## config.mk

```make
export PLATFORM = sky130hd
export DESIGN_NAME = fetch_ctrl
export DESIGN_NICKNAME = d
export VERILOG_FILES = /design/src/rtl/fetch_pkg.sv /design/src/rtl/fetch_hold_buf.sv /design/src/rtl/fetch_ctrl.sv
export SDC_FILE = /design/constraint.sdc
export NUM_CORES = 1
export LEC_CHECK = 0
export CAP_MARGIN = 20
export CELL_PAD_IN_SITES_DETAIL_PLACEMENT = 1
export CELL_PAD_IN_SITES_GLOBAL_PLACEMENT = 2
export CORE_MARGIN = 2
export CORE_UTILIZATION = 36
export DETAILED_ROUTE_END_ITERATION = 8
export DONT_BUFFER_PORTS = 1
export GPL_TIMING_DRIVEN = 0
export MAX_ROUTING_LAYER = met4
export PLACE_DENSITY_LB_ADDON = 0.1
export SYNTH_ARGS = -nofsm -noshare
export SYNTH_HDL_FRONTEND = slang
export SYNTH_SLANG_ARGS = --single-unit
```

## constraint.sdc

```tcl
create_clock -name clk -period 2 [get_ports clk]
set_clock_uncertainty 0.1 [all_clocks]
set_input_delay 0.2 -clock clk [delete_from_list [all_inputs] [get_ports clk]]
set_output_delay 0.2 -clock clk [all_outputs]
set_load 0.01 [all_outputs]
```

## src/rtl/fetch_pkg.sv

```systemverilog
// Shared types and constants for the instruction-fetch controller.
package fetch_pkg;

  typedef enum logic [1:0] {
    ST_BOOT  = 2'd0,
    ST_FETCH = 2'd1,
    ST_HOLD  = 2'd2,
    ST_ERR   = 2'd3
  } fetch_state_e;

  localparam logic [31:0] PC_STEP   = 32'd4;
  localparam logic [31:0] NOP_INSTR = 32'h0000_0000;

endpackage

```

## src/rtl/fetch_hold_buf.sv

```systemverilog
// Capture register for one fetched instruction while decode is stalled.
module fetch_hold_buf
  import fetch_pkg::*;
(
  input  logic        clk,
  input  logic        rst_n,
  input  logic        load,
  input  logic        clear,
  input  logic [31:0] d,
  output logic [31:0] q,
  output logic        valid
);

  // clear wins over load so a redirect always drops the held word
  always_ff @(posedge clk or negedge rst_n) begin
    if (!rst_n) begin
      q     <= NOP_INSTR;
      valid <= 1'b0;
    end else if (clear) begin
      q     <= NOP_INSTR;
      valid <= 1'b0;
    end else if (load) begin
      q     <= d;
      valid <= 1'b1;
    end
  end

endmodule

```

## src/rtl/fetch_ctrl.sv

```systemverilog
// Fetch sequencing: boot delay, imem req/ack handshake, decode-stall hold,
// branch redirect with squash of the in-flight fetch, and imem timeout.
module fetch_ctrl
  import fetch_pkg::*;
#(
  parameter int unsigned BOOT_HOLD   = 2,
  parameter int unsigned MEM_TIMEOUT = 16
) (
  input  logic        clk,
  input  logic        reset,
  input  logic [31:0] pc_current,
  input  logic        stall,
  input  logic        branch_taken,
  input  logic [31:0] branch_target,
  output logic        mem_req,
  output logic [31:0] mem_addr,
  input  logic        mem_ack,
  input  logic [31:0] mem_rdata,
  output logic        pc_en,
  output logic        pc_src,
  output logic [31:0] branch_addr,
  output logic [31:0] instr_out,
  output logic        instr_valid,
  output logic        ifid_flush,
  output logic        fetch_err
);

  fetch_state_e state;
  logic [3:0]   hold_cnt;
  logic [7:0]   to_cnt;
  logic         redirect_pend;
  logic [31:0]  redirect_tgt;

  logic         buf_load;
  logic         buf_clear;
  logic [31:0]  buf_q;
  logic         buf_valid;
  logic         acked;
  logic         redirect_now;

  assign mem_addr     = mem_req ? pc_current : '0;
  assign acked        = mem_req & mem_ack;
  assign redirect_now = redirect_pend | branch_taken;

  always_comb begin
    buf_load  = 1'b0;
    buf_clear = 1'b0;
    if (state == ST_FETCH && acked && !redirect_now && stall)
      buf_load = 1'b1;
    if (state == ST_HOLD && (branch_taken || !stall))
      buf_clear = 1'b1;
  end

  fetch_hold_buf u_hold_buf (
    .clk   (clk),
    .rst_n (reset),
    .load  (buf_load),
    .clear (buf_clear),
    .d     (mem_rdata),
    .q     (buf_q),
    .valid (buf_valid)
  );

  // FETCH has an internal gap phase (mem_req=0) covering the cycle in which
  // the PC register absorbs the pc_en pulse; the request is re-raised after it.
  always_ff @(posedge clk or negedge reset) begin
    if (!reset) begin
      state         <= ST_BOOT;
      hold_cnt      <= 4'(BOOT_HOLD);
      to_cnt        <= '0;
      redirect_pend <= 1'b0;
      redirect_tgt  <= '0;
      mem_req       <= 1'b0;
      pc_en         <= 1'b0;
      pc_src        <= 1'b0;
      branch_addr   <= '0;
      instr_out     <= NOP_INSTR;
      instr_valid   <= 1'b0;
      ifid_flush    <= 1'b0;
      fetch_err     <= 1'b0;
    end else begin
      pc_en       <= 1'b0;
      pc_src      <= 1'b0;
      instr_valid <= 1'b0;
      ifid_flush  <= 1'b0;
      instr_out   <= NOP_INSTR;

      case (state)
        ST_BOOT: begin
          if (hold_cnt == '0) begin
            state   <= ST_FETCH;
            mem_req <= 1'b1;
            to_cnt  <= '0;
          end else begin
            hold_cnt <= hold_cnt - 4'd1;
          end
        end

        ST_FETCH: begin
          if (!mem_req) begin
            mem_req <= 1'b1;
            to_cnt  <= '0;
            if (branch_taken) begin
              redirect_pend <= 1'b1;
              redirect_tgt  <= branch_target;
            end
          end else if (mem_ack) begin
            mem_req <= 1'b0;
            to_cnt  <= '0;
            if (redirect_now) begin
              pc_en         <= 1'b1;
              pc_src        <= 1'b1;
              ifid_flush    <= 1'b1;
              branch_addr   <= branch_taken ? branch_target : redirect_tgt;
              redirect_pend <= 1'b0;
            end else if (!stall) begin
              instr_out   <= mem_rdata;
              instr_valid <= 1'b1;
              pc_en       <= 1'b1;
            end else begin
              state <= ST_HOLD;
            end
          end else begin
            if (branch_taken) begin
              redirect_pend <= 1'b1;
              redirect_tgt  <= branch_target;
            end
            if (to_cnt == 8'(MEM_TIMEOUT - 1)) begin
              state     <= ST_ERR;
              mem_req   <= 1'b0;
              fetch_err <= 1'b1;
            end else begin
              to_cnt <= to_cnt + 8'd1;
            end
          end
        end

        ST_HOLD: begin
          mem_req <= 1'b0;
          if (branch_taken) begin
            pc_en       <= 1'b1;
            pc_src      <= 1'b1;
            ifid_flush  <= 1'b1;
            branch_addr <= branch_target;
            state       <= ST_FETCH;
          end else if (!stall) begin
            instr_out   <= buf_q;
            instr_valid <= buf_valid;
            pc_en       <= 1'b1;
            state       <= ST_FETCH;
          end
        end

        ST_ERR: begin
          mem_req   <= 1'b0;
          fetch_err <= 1'b1;
        end
      endcase
    end
  end

endmodule

```

==> flow_summary.yaml, run 1 <==
status:
  status: "finished, violations left"
  failed_checks: "hold timing"
routing:
  vias: 4801
  wl_per_cell_um: 19.8
  dr.pass1.iters: 4
  drc: 0
  drt-vias-per-instance: 5.21
  routed_wl_um: 18200
  ant_nets: 0
  drtIter0Drc: 186
hold_path:
  hold_class: "input port to async pin"
worst_setup_path:
  path_delay_family: "flip-flops"
  worstPathRequired_ns: 2.21
  worstSetupPathType: "flip-flop to flip-flop"
  slowest_stage: "dfrtp_2"
  cp_num_buf_inv: 3
  start_kind: "flip-flop"
  critical_path.cell_chain: "inv_2 > ha_4 > and3_4 > nand2_4 > a2bb2oi_4 > buf_12 > clkbuf_16 > mux2_1"
  cp.arrival_ns: 2.17
  setup.worst_path.end_class: "flip-flop"
  max_stage_delay_ns: 0.44
  path_max_fanout: 5
pwr:
  swShare_pct: 31.6
  clkPwrFrac_pct: 29.8
  vdd_drop_max_mv: 0.634
  p_per_area_nw_per_um2: 1380
  seqPwrFrac_pct: 39.9
  internal_power_mw: 8.29
  power_switching_mw: 3.83
  p_leak_nw: 3.75
  combPwrFrac_pct: 30.3
synth:
  async_flop_share_pct: 100
  seq_area_frac_synth_pct: 55.3
  syn_area_sq_um: 6750
  syn_avg_cell_area_sq_um: 11.7
  synth.distinct_cells: 49
  synthXorXnorAreaFrac_pct: 0.259
  synthSimpleGateAreaFrac_pct: 13.1
  syn-num-nets: 685
  synthFlopType: "dfrtp_1"
  synth-compound-area-share_pct: 10.3
  synth_edf_count: 0
  synth_fa_ha_area_share_pct: 1.30
  yosys_warnings: 0
  synthMuxAreaShare_pct: 16.5
  ys_ff_latch: 149
  synth_top_family_by_area: "multiplexers"
  syn_inst: 577
global_routing:
  grt_pass1_wl_um: 28400
  antenna_found_initial: 0
  grt_use_total_pct: 19.0
  overflow: 0
  grt_pass1_vias: 5245
  grt_max_degree: 150
timing:
  relSlewSlack_pct: 72.7
  rsz0062_at_grt: "true"
  setup_viol: 0
  finalHoldViolations: 149
  finalCritPeriodShare_pct: 98.3
  max_freq_ghz: 0.509
  slew_viol_final: 0
  tightest_slew_ns: 0.398
  period_minus_slack_ns: 1.97
  hold-worst-slack_ns: -0.632
  tns_ns: 0
final_layout:
  fillers: 1941
  drive_gt1_share_pct: 26.2
  antenna_cells: 0
  fin_cells: 921
  area_delta_synth_final_pct: 29.7
  ff_latch_area_sq_um: 3730
  final_net_count: 782
  fin_util_pct: 47.1
  multiInputGateArea_sq_um: 2940
floorplan:
  die_width_um: 141
  die_height_um: 141
  core_area_sq_um: 18600
  rows: 50
  pin_count: 203
  die-area_sq_um: 19900
  initial_utilization_pct: 36.3
clocking:
  hold_buffers: 66
  cts_tree: "done"
  clock-sinks: 149
  clock_path_buffers: 2
  clkTransAtPathRegs_ns: 0.06
  cts_inserted_buffers: 17
  root_buffer: "clkbuf_16"
  clock_latency_ns: 0.42
  htree_levels: 4
place:
  place.gp.congestion: 0.780
  dp_hpwl_um: 11800
  place_inst: 811
  io_buffers: 0
flow_run:
  drv_cap: 0
kinds of logic (layout without fill, tap and decap cells):
kind of cell	after synthesis	after routing
XOR/XNOR	2	2
multiplexers	98	98
flip-flops	149	149
AO/OA/AOI/OAI	106	106
AND/OR/NAND/NOR	167	167
buffers and inverters	48	158
adder cells (fa/ha/maj)	7	7
worst paths after layout:
check                                  from               end  slack (ns)  depth (start not counted)
max in group asynchronous             reset  redirect_tgt[23]        2.15                          0
hold / removal                        reset   branch_addr[31]       -0.63                          0
hold reg to reg            u_hold_buf.valid  u_hold_buf.valid        0.40                          1
min in group clk                    mem_ack         fetch_err        0.05                          3
setup / recovery                   state[1]    branch_addr[2]        0.03                          8
setup reg to reg                   state[1]    branch_addr[2]        0.03                          8
flip-flops by register name, summed over array words and instances (netlist names):
name              flops
ifid_flush            1
instr_out            32
mem_req               1
redirect_pend         1
u_hold_buf.q         32
redirect_tgt         32
to_cnt                8
fetch_err             1
instr_valid           1
pc_en                 1
hold_cnt              4
state                 2
branch_addr          32
u_hold_buf.valid      1
metal layers:
metal	wire, um	vias up	track usage, %
li1	-	2205	-
met1	8120	2434	23.1
met2	9030	147	31.6
met3	908	15	4.99
met4	189	0	4.89
met5	0	-	-
synthesized netlist by cell type, drive strengths merged, types with 3 or more instances:
cell type  number  area, sq um
o21ai          43          215
and3            3         18.8
nor4            3         48.8
inv            11         41.3
and2           33          206
nor2b          33          206
mux2           96         1080
ha              7         87.6
nor2            4         15.0
clkbuf         13         48.8
dfrtp         148         3700
nand2          75          284
nand3           6         30.0
a22oi          32          240
a21oi          10         50.1
nor3            4         30.0
buf            24          133
power by group through the flow:
stage	combinational [mW]	clock, mW	sequential, mW
4_1_cts	3.32	3.71	4.83
5_1_grt	4.03	3.82	4.96
3_3_place_gp	2.88	0	4.80
6_report	3.67	3.61	4.84
2_1_floorplan	2.41	0	4.64
3_5_place_dp	2.99	0	4.86
layout by cell type, fill, tap and decap left out, types with 9 or more instances in the layout:
master,Yosys,layout
a22oi_1,32,32
dfrtp_1,148,145
buf_6,0,9
clkbuf_16,0,18
nor2b_1,33,33
and2_1,33,33
mux2_4,0,9
mux2_1,31,22
buf_4,5,20
nand2_1,74,73
a21oi_1,10,10
o21ai_0,41,40
dlygate4sd3_1,0,66
mux2_2,65,65
per-stage QoR:
stage                     area (sq um)  worst slack [ns]  power [mW]
after global placement            7040            -0.452        7.69
after detailed placement          7040            -0.523        7.86
after global routing              8750           -0.0260        12.8
final                             8750            0.0345        12.1
after CTS                         8530           0.00371        11.9
after floorplan                   6750           -0.0192        7.05
layout make-up:
class                   instances  area share (%)
plain buffers                  36            3.37
multi-input cells             380            33.6
repair buffers                 79            9.05
flip-flops and latches        149            42.6
inverters                      11           0.472
clock inverters                13            2.50
well taps                     234            3.34
clock buffers                  19            5.06
what timing repair did:
action	4_1_cts	5_1_grt
buffers inserted	6	7
pin swaps	3	5
hold endpoints to repair	285	149
gates cloned	0	1
setup endpoints to repair	139	132
resized for setup	38	48
Note: power is estimated with default switching activity, not from simulation.
==> run 2: changes to the inputs <==
--- a/config.mk
+++ b/config.mk
@@ -6,15 +6,12 @@
 export NUM_CORES = 1
 export LEC_CHECK = 0
 export CAP_MARGIN = 20
-export CELL_PAD_IN_SITES_DETAIL_PLACEMENT = 1
-export CELL_PAD_IN_SITES_GLOBAL_PLACEMENT = 2
 export CORE_MARGIN = 2
-export CORE_UTILIZATION = 36
+export CORE_UTILIZATION = 38
 export DETAILED_ROUTE_END_ITERATION = 8
 export DONT_BUFFER_PORTS = 1
 export GPL_TIMING_DRIVEN = 0
 export MAX_ROUTING_LAYER = met4
-export PLACE_DENSITY_LB_ADDON = 0.1
 export SYNTH_ARGS = -nofsm -noshare
 export SYNTH_HDL_FRONTEND = slang
 export SYNTH_SLANG_ARGS = --single-unit
==> flow_summary.yaml, run 2 (same netlist as run 1, synthesis figures left out) <==
floorplan:
  die-area_sq_um: 18800
  die_width_um: 137
  initial_utilization_pct: 38.9
  die_height_um: 137
  core_area_sq_um: 17400
  pin_count: 203
  rows: 48
timing:
  rsz0062_at_grt: "true"
  tns_ns: 0
  finalHoldViolations: 149
  relSlewSlack_pct: 77.1
  period_minus_slack_ns: 1.97
  slew_viol_final: 0
  hold-worst-slack_ns: -0.623
  max_freq_ghz: 0.508
  finalWorstSetupSlack_ns: 0.0300
  finalCritPeriodShare_pct: 98.5
  tightest_slew_ns: 0.334
  setup_viol: 0
pwr:
  internal_power_mw: 7.90
  power_switching_mw: 3.71
  total_power_mw: 11.6
  seqPwrFrac_pct: 41.7
  combPwrFrac_pct: 30.5
  p_per_area_nw_per_um2: 1350
  clkPwrFrac_pct: 27.8
  swShare_pct: 32.0
  p_leak_nw: 3.68
  vdd_drop_max_mv: 0.792
place:
  place_inst: 802
  placed_area_sq_um: 7030
  dp_hpwl_um: 11700
  place.gp.congestion: 0.855
  place_ws_ns: -0.434
  io_buffers: 0
status:
  failed_checks: "hold timing"
  status: "finished, violations left"
clocking:
  cts_tree: "done"
  root_buffer: "clkbuf_16"
  clock-sinks: 149
  clock_path_buffers: 2
  hold_buffers: 66
  clock_latency_ns: 0.41
  clkTransAtPathRegs_ns: 0.06
  htree_levels: 4
  cts_inserted_buffers: 17
global_routing:
  top_usage_layer: "met2"
  met2_usage_pct: 31.6
  grt_pass1_vias: 4866
  grtUsageMet1_pct: 20.2
  grt_pass1_wl_um: 25400
  antenna_found_initial: 0
  grt_use_total_pct: 18.2
  overflow: 0
  grt_max_degree: 150
  use_met3_pct: 5.19
final_layout:
  final_net_count: 780
  final_cell_mix: "dfrtp_1 (145), nand2_1 (73), dlygate4sd3_1 (66)"
  fin_util_pct: 49.7
  finish.instance_area_sq_um: 8620
  layout_commonest_cell: "dfrtp_1"
  antenna_cells: 0
  area_delta_synth_final_pct: 27.7
  fin_cells: 910
  drive_gt1_share_pct: 25.3
worst_setup_path:
  path_delay_family: "flip-flops"
  critical_path.cell_chain: "inv_2 > ha_4 > and3_4 > nand2_4 > a2bb2oi_4 > buf_12 > clkbuf_16 > mux2_1"
  start_kind: "flip-flop"
  setup.worst_path.end_class: "flip-flop"
  slowest_stage: "dfrtp_2"
  worstPathRequired_ns: 2.19
  worstReg2RegStart: "state[1]"
  r2r-end: "branch_addr[5]"
  reg2reg_slack_ns: 0.03
  cp_num_buf_inv: 3
  worstSetupPathType: "flip-flop to flip-flop"
  reg2reg_depth: 8
  startpoint: "state[1]"
  cp.arrival_ns: 2.16
  max_stage_delay_ns: 0.43
  path_max_fanout: 6
flow_run:
  drv_cap: 0
routing:
  vias: 4814
  ant_nets: 0
  drc: 0
  routed_wl_um: 17100
  wl_per_cell_um: 18.8
  drt-vias-per-instance: 5.29
  drtIter0Drc: 273
  dr.pass1.iters: 4
hold_path:
  hold_class: "input port to async pin"
-- run 2: worst max-delay path by stage --
stage / endpoint / slack (ns) / cells after the start
after floorplan: branch_addr[0] / -0.02 / 6
after global placement: branch_addr[17] / -0.36 / 6
after detailed placement: branch_addr[31] / -0.43 / 6
after CTS: branch_addr[31] / 0.01 / 6
after global routing: instr_out[12] / -0.05 / 7
final: branch_addr[5] / 0.03 / 8
-- run 2: per-layer routing --
metal | wire [um] | vias up
met5 | 0 | -
met4 | 277 | 0
met3 | 1380 | 11
met2 | 8880 | 219
met1 | 6540 | 2378
li1 | - | 2206
-- run 2: what timing repair did --
item	4_1_cts	5_1_grt
endpoints found under the setup margin	138	98
gates resized for setup	26	40
gates cloned	0	1
pin swaps	1	2
setup buffers	3	9
endpoints found under the hold margin	285	149
-- run 2: power by group through the flow --
stage          Clock (mW)  Sequential, mW  Combinational (mW)
6_report             3.23            4.84                3.54
5_1_grt              3.44            4.96                3.85
4_1_cts              3.31            4.84                3.23
3_5_place_dp            0            4.87                2.94
3_3_place_gp            0            4.80                2.80
2_1_floorplan           0            4.64                2.41
-- run 2: final cells by class --
class	instances	area (sq um)
well taps	225	282
fillers	1456	8730
multi-input cells	380	2930
clock inverters	12	139
plain buffers	35	251
clock buffers	20	467
flip-flops and latches	149	3730
inverters	11	41.3
repair buffers	78	781
-- run 2: worst register-to-register path, delay by kind of cell, from the launching register on --
kind / cells / cell delay [ns]
compound gates: 1 / 0.16
fa+ha+maj: 1 / 0.17
buf+inv: 3 / 0.40
flops: 1 / 0.43
mux: 1 / 0.32
simple gates: 2 / 0.28
==> run 3: changes to the inputs <==
--- a/config.mk
+++ b/config.mk
@@ -10,7 +10,7 @@
 export CORE_UTILIZATION = 38
 export DETAILED_ROUTE_END_ITERATION = 8
 export DONT_BUFFER_PORTS = 1
-export GPL_TIMING_DRIVEN = 0
+export GPL_TIMING_DRIVEN = 1
 export MAX_ROUTING_LAYER = met4
 export SYNTH_ARGS = -nofsm -noshare
 export SYNTH_HDL_FRONTEND = slang
==> flow_summary.yaml, run 3 (same netlist as run 1, synthesis figures left out) <==
routing:
  wl_met1_um: 6310
  vias: 4698
  drtIter0Drc: 275
  ant_nets: 0
  wl_per_cell_um: 18.2
  drt-vias-per-instance: 5.24
  top_layer: "met4"
  wl_met2_um: 8290
  dr.pass1.iters: 4
  wl_met3_um: 1140
  drc: 0
  routed_wl_um: 16300
worst_setup_path:
  start_kind: "flip-flop"
  cp.arrival_ns: 2.16
  path_max_fanout: 32
  worstPathRequired_ns: 2.19
  worstSetupPathType: "flip-flop to flip-flop"
  setup.worst_path.end_class: "flip-flop"
final_layout:
  area_delta_synth_final_pct: 26.9
  fillers: 1456
  fin_util_pct: 49.4
  final_cell_mix: "dfrtp_1 (148), nand2_1 (74), dlygate4sd3_1 (67)"
  layout_commonest_cell: "dfrtp_1"
  final_net_count: 765
  drive_gt1_share_pct: 22.5
floorplan:
  core_area_sq_um: 17400
  die_width_um: 137
  die_height_um: 137
  initial_utilization_pct: 38.9
  pin_count: 203
  die-area_sq_um: 18800
  rows: 48
global_routing:
  grt_max_degree: 150
  grt_pass1_vias: 4777
  antenna_found_initial: 1
  grt_use_total_pct: 17.7
  grt_pass1_wl_um: 24800
  overflow: 0
timing:
  finalCritPeriodShare_pct: 98.2
  slew_viol_final: 0
  relSlewSlack_pct: 78.1
  setup_viol: 0
  tightest_slew_ns: 0.319
  period_minus_slack_ns: 1.96
  max_freq_ghz: 0.509
  finalHoldViolations: 149
  hold-worst-slack_ns: -0.635
  finalWorstSetupSlack_ns: 0.0365
  rsz0062_at_grt: "true"
clocking:
  htree_levels: 4
  clock_path_buffers: 2
  clock-sinks: 149
  hold_buffers: 67
  clkTransAtPathRegs_ns: 0.06
  clock_latency_ns: 0.42
  root_buffer: "clkbuf_16"
  cts_tree: "done"
  cts_inserted_buffers: 17
place:
  io_buffers: 0
  dp_hpwl_um: 10500
  place_ws_ns: 0.00422
  place.gp.congestion: 0.837
pwr:
  p_per_area_nw_per_um2: 1350
  p_leak_nw: 3.62
  total_power_mw: 11.5
  vdd_drop_max_mv: 0.729
status:
  failed_checks: "hold timing"
  status: "finished, violations left"
hold_path:
  hold_class: "input port to async pin"
flow_run:
  drv_cap: 0
-- run 3: cell count changes in the layout (fill, tap and decap cells not counted), sizes merged --
cell / previous run / this run
dlygate4sd3: 66 / 67
diode: 0 / 1
clkbuf: 37 / 21
clkinv: 1 / 3
clkinvlp: 4 / 2
-- run 3: repair_timing --
item | 4_1_cts | 5_1_grt
setup buffers | 0 | 4
cloned | 0 | 2
resized for setup | 1 | 12
pin swaps | 0 | 1
setup endpoints to repair | 1 | 76
hold endpoints to repair | 286 | 149
-- run 3: report_power, final --
| part | total (mW) | leakage, nW | internal, mW | switching, mW |
|---|---|---|---|---|
| sequential | 4.80 | 1.89 | 4.01 | 0.790 |
| combinational | 3.49 | 1.43 | 1.89 | 1.60 |
| clock | 3.25 | 0.294 | 1.96 | 1.29 |
| total | 11.5 | 3.62 | 7.86 | 3.68 |
-- run 3: worst paths after layout --
check / startpoint / endpoint / slack (ns) / cells past startpoint
worst max-delay path: state[1] / branch_addr[1] / 0.04 / 6
worst min-delay path: reset / redirect_tgt[26] / -0.64 / 0
worst max register to register: state[1] / branch_addr[1] / 0.04 / 6
worst min register to register: hold_cnt[1] / hold_cnt[1] / 0.39 / 2
max in group asynchronous: reset / hold_cnt[1] / 2.20 / 0
min in group clk: mem_ack / ifid_flush / 0.09 / 3
-- run 3: critical path: stages, from the launching register on --
cell and delay (ns):
dfrtp_1 0.38, buf_4 0.15, ha_4 0.17, nor2_2 0.15, buf_12 0.23, mux2_2 0.35, mux2_1 0.29
-- run 3: cell type report --
class | instances | area [sq um] | share of cell area (%)
Antenna cell | 1 | 2.50 | 0.0292
Inverter | 11 | 41.3 | 0.482
Tap cell | 225 | 282 | 3.29
Clock buffer | 20 | 467 | 5.45
Clock inverter | 12 | 141 | 1.65
Sequential cell | 149 | 3730 | 43.5
Timing Repair Buffer | 98 | 1020 | 11.9
Multi-Input combinational cell | 380 | 2880 | 33.6
-- run 3: routing by layer --
layer,vias up,global-route usage [%]
li1,2166,-
met1,2311,19.7
met2,189,29.5
met3,32,5.00
met4,0,8.65
met5,-,-
-- run 3: through the flow --
stage | TNS, ns | cells | instance area (sq um)
2_1_floorplan | -0.577 | 577 | 6750
3_3_place_gp | 0 | 790 | 7160
3_5_place_dp | 0 | 790 | 7160
4_1_cts | 0 | 889 | 8440
5_1_grt | -0.183 | 896 | 8570
6_report | 0 | 896 | 8570
